<file path="src/rtl/stopwatch_ctrl_if.sv">
// Signal bundle between the stopwatch controller and its six BCD digit counters.
// The counter/button side drives the master modport; the controller uses slave.
interface stopwatch_ctrl_if;
  logic        StartStop;
  logic        Clear;
  logic [23:0] Digitos;
  logic [5:0]  Enables;
  logic        ClearCount;
  logic        Running;
  logic        Paused;
  logic        Overflow;

  modport master (
    output StartStop, Clear, Digitos,
    input  Enables, ClearCount, Running, Paused, Overflow
  );

  modport slave (
    input  StartStop, Clear, Digitos,
    output Enables, ClearCount, Running, Paused, Overflow
  );
endinterface

</file>
<file path="src/rtl/stopwatch_ctrl.sv">
// Run/pause/clear sequencer for a MM:SS.cc stopwatch: button edge detect,
// 100 Hz prescaler and the carry-enable chain across six BCD digit counters.
module stopwatch_ctrl #(
  parameter int PRESCALE = 500000,
  parameter bit WRAP     = 1'b1
) (
  input logic             Clock,
  input logic             Reset,
  stopwatch_ctrl_if.slave bus
);

  localparam int              PW   = $clog2(PRESCALE);
  localparam logic [PW-1:0]   LAST = PW'(PRESCALE - 1);
  localparam logic [23:0]     FULL = 24'h595999;

  typedef enum logic [1:0] {IDLE, RUN, PAUSE, HOLD} state_t;

  state_t        state, next_state;
  logic          ss_prev_p1, clr_prev_p1;
  logic [PW-1:0] presc_p1;
  logic          tick_p1, clear_p1, ovf_p1;
  logic          ss_press, clr_press, clr_accept, tick, full;
  logic [5:0]    carry;

  // Digit i carries into digit i+1 only at its own maximum; corrupt values never carry.
  function automatic logic at_max(input logic [23:0] dig, input int i);
    logic [3:0] d;
    logic [3:0] mx;
    d  = dig[4*i +: 4];
    mx = (i == 3 || i == 5) ? 4'd5 : 4'd9;
    return d == mx;
  endfunction

  assign ss_press   = bus.StartStop & ~ss_prev_p1;
  assign clr_press  = bus.Clear & ~clr_prev_p1;
  assign clr_accept = clr_press & (state != RUN);
  assign tick       = tick_p1 & (state == RUN);
  assign full       = tick & (bus.Digitos == FULL);

  always_ff @(posedge Clock) begin
    if (!Reset) state <= IDLE;
    else        state <= next_state;
  end

  always_comb begin
    next_state = state;
    unique case (state)
      IDLE:  if (!clr_press && ss_press) next_state = RUN;
      RUN: begin
        if (full && !WRAP)  next_state = HOLD;
        else if (ss_press)  next_state = PAUSE;
      end
      PAUSE: begin
        if (clr_press)      next_state = IDLE;
        else if (ss_press)  next_state = RUN;
      end
      HOLD:  if (clr_press) next_state = IDLE;
      default:              next_state = IDLE;
    endcase
  end

  // Stage p1: button history, prescaler phase, tick, clear and overflow pulses.
  always_ff @(posedge Clock) begin
    if (!Reset) begin
      ss_prev_p1  <= 1'b1;
      clr_prev_p1 <= 1'b1;
      presc_p1    <= '0;
      tick_p1     <= 1'b0;
      clear_p1    <= 1'b1;
      ovf_p1      <= 1'b0;
    end else begin
      ss_prev_p1  <= bus.StartStop;
      clr_prev_p1 <= bus.Clear;
      clear_p1    <= clr_accept;
      ovf_p1      <= WRAP && full;
      tick_p1     <= (state == RUN) && (presc_p1 == LAST);
      if (clr_accept)
        presc_p1 <= '0;
      else if (state == RUN)
        presc_p1 <= (presc_p1 == LAST) ? '0 : presc_p1 + PW'(1);
    end
  end

  always_comb begin
    carry[0] = tick;
    for (int i = 1; i < 6; i++)
      carry[i] = carry[i-1] & at_max(bus.Digitos, i - 1);
    bus.Enables = (full && !WRAP) ? 6'b0 : carry;
    bus.Running = (state == RUN);
    bus.Paused  = (state == PAUSE);
  end

  assign bus.ClearCount = clear_p1;
  assign bus.Overflow   = ovf_p1;

endmodule

</file>
<file path="src/flat_wrapper.sv">
// flat-port wrapper written by rule: the top's interface ports become plain ports
module stopwatch_ctrl_flat 
#(
  parameter int PRESCALE = 500000,
  parameter bit WRAP     = 1'b1
)
  (Clock, Reset, bus_StartStop, bus_Clear, bus_Digitos, bus_Enables, bus_ClearCount, bus_Running, bus_Paused, bus_Overflow);
  stopwatch_ctrl_if bus_i ();
  input logic Clock;
  input logic Reset;
  input wire logic [$bits(bus_i.StartStop)-1:0] bus_StartStop;
  input wire logic [$bits(bus_i.Clear)-1:0] bus_Clear;
  input wire logic [$bits(bus_i.Digitos)-1:0] bus_Digitos;
  output wire logic [$bits(bus_i.Enables)-1:0] bus_Enables;
  output wire logic [$bits(bus_i.ClearCount)-1:0] bus_ClearCount;
  output wire logic [$bits(bus_i.Running)-1:0] bus_Running;
  output wire logic [$bits(bus_i.Paused)-1:0] bus_Paused;
  output wire logic [$bits(bus_i.Overflow)-1:0] bus_Overflow;
  assign bus_i.StartStop = bus_StartStop;
  assign bus_i.Clear = bus_Clear;
  assign bus_i.Digitos = bus_Digitos;
  assign bus_Enables = bus_i.Enables;
  assign bus_ClearCount = bus_i.ClearCount;
  assign bus_Running = bus_i.Running;
  assign bus_Paused = bus_i.Paused;
  assign bus_Overflow = bus_i.Overflow;
  stopwatch_ctrl #(.PRESCALE(PRESCALE), .WRAP(WRAP)) u_core (.Clock(Clock), .Reset(Reset), .bus(bus_i));
endmodule
</file>
<file path="config.mk">
export PLATFORM = sky130hd
export DESIGN_NAME = stopwatch_ctrl_flat
export DESIGN_NICKNAME = d
export VERILOG_FILES = /design/src/rtl/stopwatch_ctrl_if.sv /design/src/rtl/stopwatch_ctrl.sv /design/src/flat_wrapper.sv
export SDC_FILE = /design/constraint.sdc
export NUM_CORES = 1
export LEC_CHECK = 0
export BUFFER_PORTS_ARGS = -buffer_cell sky130_fd_sc_hd__buf_2
export CAP_MARGIN = 10
export CORE_MARGIN = 5
export CORE_UTILIZATION = 40
export DETAILED_ROUTE_END_ITERATION = 10
export GPL_ROUTABILITY_DRIVEN = 1
export PLACE_DENSITY = 0.74
export REMOVE_ABC_BUFFERS = 1
export SLEW_MARGIN = 10
export SYNTH_ARGS = -nofsm -noshare
export SYNTH_HDL_FRONTEND = slang
export SYNTH_SLANG_ARGS = --single-unit
</file>
<file path="constraint.sdc">
create_clock -name Clock -period 1.9 [get_ports Clock]
set_clock_uncertainty 0.05 [all_clocks]
set_input_delay 0.285 -clock Clock [delete_from_list [all_inputs] [get_ports Clock]]
set_output_delay 0.285 -clock Clock [all_outputs]
set_load 0.005 [all_outputs]
</file>
-- Word-level counts from Yosys, hierarchy flattened
Index checks and enable logic that the tools add are counted.
- register bits: 26
- latch bits: 0
- bits in writable memories: 0
- memory bits (read-only): 0
- input port bits: 28
- output and inout port bits: 10
- memories kept: 0
- $add $sub $neg: 1
- multipliers: 0
- div/mod/pow operators: 0
- magnitude comparators: 0
- eq/ne operators: 15
- shift-type cells: 0
- muxes and demuxes: 7
- bitwise logic cells: 13
- reductions and logical operators: 6
- operators by type and width (operator ; number):
    24-bit by 23-bit == test with 1-bit output (second input constant) ; 1
    19-bit by 1-bit adder with 19-bit output (second input constant) ; 1
    19-bit == test (second input constant) ; 1
    19-bit 2-to-1 mux ; 1
    4-bit == test (second input constant) ; 4
    1-bit AND ; 10
    2-bit 2-to-1 mux ; 5
    2-bit by 1-bit != test with 1-bit output (second input constant) ; 4
    2-bit case mux with 4 select lines ; 1
    2-bit == test (second input constant) ; 2
    4-bit by 3-bit == test with 1-bit output (second input constant) ; 1
    4-bit AND reduction ; 1
    3-bit by 1-bit != test with 1-bit output (second input constant) ; 1
    1-bit NOT ; 3
    2-bit by 1-bit == test with 1-bit output (second input constant) ; 1
    1-bit logical AND ; 2
    2-bit zero test ; 1
    2-bit OR reduction ; 1
    1-bit zero test ; 1

-- Logic depth before layout (Yosys ltp)
Gate-level depths: netlist of run 1.
- depth in word-level cells: 7
- depth in mapped cells: 7
- depth with buffers taken out: 5

-- Worst setup path after synthesis of run 1
OpenSTA, ideal clock, no wires.
- path kind: reg-to-reg
- from: reg u_core.presc_p1[0]
- to: reg u_core.presc_p1[5]
- library setup time: 115 ps
- data arrival time: 1448 ps
- required time: 1735 ps
- slack: 288 ps
- cell stages (with the launch flop): 8
- path buffers: 2
- period minus slack after synthesis: 1612 ps
- path through: dfxtp_1 > ha_1 > and3b_1 > buf_6 > nand3_1 > o21bai_2 > buf_4 > nor2_1
- cells in the longest elaborated chain, start to end: 2
- elaborated cells between the ends (all ways): 3
- those cells by class: add/sub (1); eq/ne (1); mux (1)
- ends and longest elaborated chain (element ; RTL line ; text):
    from (decl) ; stopwatch_ctrl.sv:20 ; logic [PW-1:0] presc_p1;
    from (signal assigned) ; stopwatch_ctrl.sv:80 ; presc_p1 <= (presc_p1 == LAST) ? '0 : presc_p1 + PW'(1);
    19-bit by 1-bit adder with 19-bit output or 19-bit == test (tied branches) ; stopwatch_ctrl.sv:80 ;
    19-bit 2-to-1 mux (*) ; stopwatch_ctrl.sv:80 ;
Every way passes the cells marked *; elsewhere a longest branch is shown, timed or not.
A chain may end at the register's enable or synchronous reset.

-- Worst setup path after layout of run 1
- from: reg u_core.state[0]
- to: out bus_Enables[5]
- cells in the longest elaborated chain, start to end: 7
- ends and longest elaborated chain (element ; RTL line ; text):
    from (decl) ; stopwatch_ctrl.sv:18 ; state_t state, next_state;
    from (signal assigned) ; stopwatch_ctrl.sv:42 ; else state <= next_state;
    2-bit by 1-bit == test with 1-bit output ; stopwatch_ctrl.sv:37 ; assign tick = tick_p1 & (state == RUN);
    1-bit AND ; stopwatch_ctrl.sv:37 ;
    1-bit AND (5 in a row) ; stopwatch_ctrl.sv:87 ; carry[i] = carry[i-1] & at_max(bus.Digitos, i - 1);
    to (decl) ; flat_wrapper.sv:14 ; output wire logic [$bits(bus_i.Enables)-1:0] bus_Enables;
Every way passes these cells.

==> metrics.csv, run 1 <==
metric,value,unit
Avg WL per Cell,12.4,um
synth unique cells,41,
most frequent cells in the layout,"buf_2, dfxtp_1, nor2_1",
status,completed,
CTS root buf,clkbuf_4,
IO Pins,38,
CP Capture Type,primary output,
worst hold margin,114,ps
"slowest stage cell, crit path",dfxtp_4,
Worst-Skew Late Latency,320,ps
"CTS clk-pin slew, worst paths",120,ps
DP Worst Slack,87.7,ps
initial antenna violation count,0,
"Min Clock Period, post-route",1780,ps
Finish-stage setup viols,0,
Post-synth EDFFs,0,
pin count of the biggest net entering global routing,14,
Worst Hold Class,in2reg,
final instance area,1650,um2
CP Cell Sequence,nor2b_4 -> nand3_4 -> nor3_4 -> and3_1 -> buf_2,
Syn Area/Cell,8.83,um2
Cell Pwr Density,519,nW/um2
Final Slew Violations,0,
Area Growth Syn to Fin,26.4,%
critical path data required time,1560,ps
Synth warnings,0,
cell count after synthesis,148,
Ant. Diodes,0,
ys async rst share,0,%
Synth area leader,dfxtp_1,
Antenna Violating Nets Remaining,0,
MaxCap Viol Count,0,
share of the synthesized area in the top cell type,39.8,%
global-route wire length before repair,5150,um
Power Total,0.000857,W
Die Footprint,4510,um2
CTS tree,yes,
top cell family by delay on the critical path,simple AND/OR/NAND/NOR gates,
post-synthesis sequential area ratio,39.8,%
final setup TNS,0,ps
register bit count reported by yosys,26,
crit path max fanout,4,
core area,3100,um2
slew at the pin with the worst max-slew slack,374,ps
Layout Nets,224,
HPWL after DPL,2290,um
RSZ-0062 raised after global routing,true,
top_reg_cell synth,dfxtp_1,
final wirelength,2940,um
# rows,20,
Worst VDD drop,0.307,mV
crit share post-route,93.8,%
grt total ovfl,0,
Max clock buf depth,2,
# H-tree levels,1,
CP bufs+invs,1,
Fin. Hold Viols,0,
Die H,67.1,um
die width,67.1,um
most area-consuming cells after synthesis,"dfxtp_1, nor2_1, xnor2_1, nand3_1, a21oi_1",
Detailed Route Iter0 Violations,62,
TritonCTS sink count,26,
placed inst area,1550,um2
CTS Buf Count,3,
drt drc,0,
fraction of layout cells with a size suffix above 1,32.1,%
GRT Total Usage,14.6,%
"setup slack, reg-to-reg",160,ps
fmax,0.561,GHz
via count,1234,
Critical Path AT,1450,ps
hold_buf cts,0,
Synth Cell Area,1310,um2
Starting Density,42.1,%
Crit Path Class,reg2out,
Worst slew margin,74.7,%
Setup WS post-layout,118,ps
"commonest non-fill, non-tap cell in the layout",buf_2,
crit start category,register,
final estimated routing congestion in global placement,0.802,
vias in the first global route,1224,
Pre-antenna DRT Iters,4,
Via density,5.21,
CP peak stage delay,380,ps
Static Leak,0.667,nW
PortBufs,37,
[cell families after synthesis]
logic type	share of synthesized area [%]
xor gates and xnor gates	6.70
DFF	39.8
buffers and inverters	4.60
muxes	1.53
and+or+nand+nor	37.8
adders and majority gates	0.958
AOI/OAI and AO/OA	8.53
[worst paths after layout]
path / end / startpoint / depth (start not counted)
min reg2reg: u_core.state[1] / u_core.clr_prev_p1 / 2
max: bus_Enables[5] / u_core.state[0] / 5
max reg2reg: u_core.presc_p1[16] / u_core.presc_p1[0] / 5
min: u_core.ss_prev_p1 / bus_StartStop / 2
[flip-flops by register name, indices dropped and copies added (netlist names)]
signal,count
u_core.bus.Overflow,1
u_core.bus.ClearCount,1
u_core.clr_prev_p1,1
u_core.tick_p1,1
u_core.ss_prev_p1,1
u_core.presc_p1,19
u_core.state,2
[stage by stage]
| stage | util, % | instances |
|---|---|---|
| floorplan | - | 142 |
| global placement | 50.0 | 229 |
| detailed placement | 50.0 | 229 |
| CTS | 51.4 | 233 |
| global route | 53.2 | 237 |
| finish | 53.2 | 237 |
[power breakdown]
part           switching [W]  internal (W)   total, W
Clock               0.000153     0.0000743   0.000227
Sequential        0.00000387      0.000550   0.000553
Combinational      0.0000323     0.0000440  0.0000763
[layout make-up]
| type | count | area, um2 |
|---|---|---|
| Clock buffer | 3 | 22.5 |
| Inverter | 5 | 18.8 |
| Fill cell | 323 | 1450 |
| Timing Repair Buffer | 48 | 268 |
| Sequential cell | 26 | 528 |
| Tap cell | 44 | 55.1 |
| Multi-Input combinational cell | 111 | 759 |
[cell usage after synthesis, types with 2 or more instances]
library cell   n
a21oi_1        8
o21ai_0        6
and3_1         2
nand2b_1       3
and2_1         3
nor2_1        14
nor2b_1        2
nand4_1        5
and4_1         3
nor4bb_1       3
or3_1          2
nor4b_1        2
nand4bb_1      2
buf_4          2
xnor2_1        6
or4_1          3
nand3_1       10
nor3_1         6
inv_1          5
dfxtp_1       26
mux2i_1        2
xor2_1         4
nand2_1        9
buf_2          3
[per-layer routing]
layer  GRT usage (%)  routed length [um]  share of wire (%)  vias up
li1                -                   -                  -      628
met1            17.9                1400                 48      556
met2            23.7                1270                 43       45
met3            5.82                 247                8.4        5
met4            3.80                  31                1.1        0
met5               0                   0                  0        -
[repair_timing]
action	CTS	global route
setup buffers	1	4
endpoints found under the setup margin	3	7
gates resized for setup	4	7
pin swaps	1	2
No activity file was read; power rests on OpenSTA's default activity.
==> inputs of run 2 (changes only) <==
--- a/config.mk
+++ b/config.mk
@@ -5,13 +5,13 @@
 export SDC_FILE = /design/constraint.sdc
 export NUM_CORES = 1
 export LEC_CHECK = 0
-export BUFFER_PORTS_ARGS = -buffer_cell sky130_fd_sc_hd__buf_2
 export CAP_MARGIN = 10
 export CORE_MARGIN = 5
 export CORE_UTILIZATION = 40
 export DETAILED_ROUTE_END_ITERATION = 10
+export DONT_BUFFER_PORTS = 1
 export GPL_ROUTABILITY_DRIVEN = 1
-export PLACE_DENSITY = 0.74
+export PLACE_DENSITY = 0.64
 export REMOVE_ABC_BUFFERS = 1
 export SLEW_MARGIN = 10
 export SYNTH_ARGS = -nofsm -noshare
==> run 2 against run 1 <==
- register-to-register slack hardly changed
- sequential share of layout area is 4.6 points higher
- maximum frequency is 0.48% higher
- cell count is 17% lower
- cell area is 13% lower
- non-clock buffer count is 41 lower
- count of clock-buffer cells in the layout stayed put
- setup slack better by 8.6 ps
- combinational power is 39% lower
- routed wire length is 5.9% lower
- sequential power hardly changed
- critical path depth is 1 lower
- critical path type unchanged
- critical endpoint unchanged
- largest cell class unchanged
- largest power group unchanged
==> metrics.csv, run 2 (same netlist as run 1, synthesis figures left out) <==
metric,value,unit,change
status,completed,,unchanged
Top reg by flops,u_core.presc_p1,,unchanged
Max clock buf depth,2,,unchanged
placed inst area,1360,um2,was 1550 um2
final instance area,1440,um2,was 1650 um2
IO Pins,38,,unchanged
max reg flops,19,,unchanged
Final Slew Violations,0,,unchanged
vias in the first global route,1061,,was 1224
Ant. Diodes,0,,unchanged
via count,1070,,was 1234
Detailed Route Iter0 Violations,30,,was 62
CP Capture Type,primary output,,unchanged
Fin. Hold Viols,0,,unchanged
CTS tree,yes,,unchanged
crit path max fanout,4,,unchanged
crit start category,register,,unchanged
slew at the pin with the worst max-slew slack,390,ps,was 374 ps
Crit Path Class,reg2out,,unchanged
final estimated routing congestion in global placement,0.782,,was 0.802
Starting Density,42.1,%,unchanged
drt drc,0,,unchanged
pin count of the biggest net entering global routing,20,,was 14
core area,3100,um2,unchanged
Worst-Skew Late Latency,310,ps,was 320 ps
Area Growth Syn to Fin,9.87,%,was 26.4%
Worst Hold Class,in2reg,,unchanged
# rows,20,,unchanged
"commonest non-fill, non-tap cell in the layout",dfxtp_1,,was buf_2
Avg WL per Cell,14.1,um,was 12.4 um
crit share post-route,93.3,%,was 93.8%
die width,67.1,um,unchanged
top cell family by delay on the critical path,simple AND/OR/NAND/NOR gates,,unchanged
Finish-stage setup viols,0,,unchanged
fmax,0.564,GHz,was 0.561 GHz
CP Cell Sequence,nor2b_2 -> nand3_2 -> nor3_4 -> and3_1,,was nor2b_4 -> nand3_4 -> nor3_4 -> and3_1 -> buf_2
Placed Cells,189,,was 229
Power Total,0.000830,W,was 0.000857 W
Die Footprint,4510,um2,unchanged
largest registers,"u_core.presc_p1: 19 flops, u_core.state: 2 flops",,unchanged
# H-tree levels,1,,unchanged
Final Non-Filler Cells,196,,was 237
"Min Clock Period, post-route",1770,ps,was 1780 ps
grt total ovfl,0,,unchanged
Via density,5.46,,was 5.21
critical path data required time,1560,ps,about the same
CP peak stage delay,380,ps,about the same
HPWL after DPL,2170,um,was 2290 um
CTS root buf,clkbuf_4,,unchanged
most frequent cells in the layout,"dfxtp_1, nor2_1, nand3_1, nand2_1, a21oi_1",,"was buf_2, dfxtp_1, nor2_1"
MaxCap Viol Count,0,,unchanged
initial antenna violation count,0,,unchanged
fraction of layout cells with a size suffix above 1,12.5,%,was 32.1%
GRT Total Usage,12.9,%,was 14.6%
final wirelength,2770,um,was 2940 um
Static Leak,0.490,nW,was 0.667 nW
global-route wire length before repair,4620,um,was 5150 um
Die H,67.1,um,unchanged
Cell Pwr Density,578,nW/um2,was 519 nW/um2
CTS Buf Count,3,,unchanged
PortBufs,0,,was 37
Layout Nets,183,,was 224
Antenna Violating Nets Remaining,0,,unchanged
Worst VDD drop,0.292,mV,was 0.307 mV
Worst slew margin,73.7,%,was 74.7%
"slowest stage cell, crit path",dfxtp_4,,unchanged
Critical Path AT,1440,ps,was 1450 ps
Pre-antenna DRT Iters,4,,unchanged
TritonCTS sink count,26,,unchanged
"CTS clk-pin slew, worst paths",130,ps,was 120 ps
CP bufs+invs,0,,was 1
run 2: layout make-up:
type / instances / area [um2]
Multi-Input combinational cell: 111 / 743
Timing Repair Buffer: 7 / 70.1
Fill cell: 333 / 1670
Clock buffer: 3 / 22.5
Tap cell: 44 / 55.1
Inverter: 5 / 18.8
Sequential cell: 26 / 526
run 2: stage by stage:
stage          TNS (ps)  setup WS [ps]  utilization (%)  hold WS (ps)
2_1_floorplan         0            105                -           308
3_3_place_gp          0            168             43.7           315
3_5_place_dp          0            104             43.7           312
4_1_cts               0           15.9             45.0          5.67
5_1_grt           -5.45          -5.45             46.3          2.32
6_report              0            126             46.3          14.0
run 2: routing by layer:
metal	global-route usage, %	part of all wire [%]	up-vias
li1	-	-	545
met1	16.7	44	500
met2	21.7	52	23
met3	2.00	3.4	2
met4	4.30	0.58	0
met5	0	0	-
run 2: timing repair:
action | in CTS | in global routing
setup buffers | 0 | 2
gates resized for setup | 2 | 6
endpoints found under the hold margin | 2 | 1
pin swaps | 1 | 2
endpoints found under the setup margin | 2 | 6
hold buffers | 1 | 1
run 2: worst reg2reg max path: stages, from the launching register on:
cell	delay, ps
dfxtp_1	400
ha_1	180
and3b_2	290
nand4_4	130
or4_1	480
a21oi_1	140
run 2: final timing paths:
path	start	endpoint	slack [ps]	depth (start not counted)
setup / recovery	u_core.state[0]	bus_Enables[5]	130	4
hold / removal	bus_Clear	u_core.clr_prev_p1	10	1
setup reg to reg	u_core.presc_p1[0]	u_core.presc_p1[16]	170	5
hold reg to reg	u_core.presc_p1[18]	u_core.presc_p1[18]	440	2
run 2: where the power goes:
group	switching, W	total [W]	internal, W	leakage, nW
clock	0.000154	0.000228	0.0000741	0.0138
sequential	0.00000441	0.000555	0.000551	0.212
combinational	0.0000215	0.0000464	0.0000249	0.264
total	0.000180	0.000830	0.000650	0.490
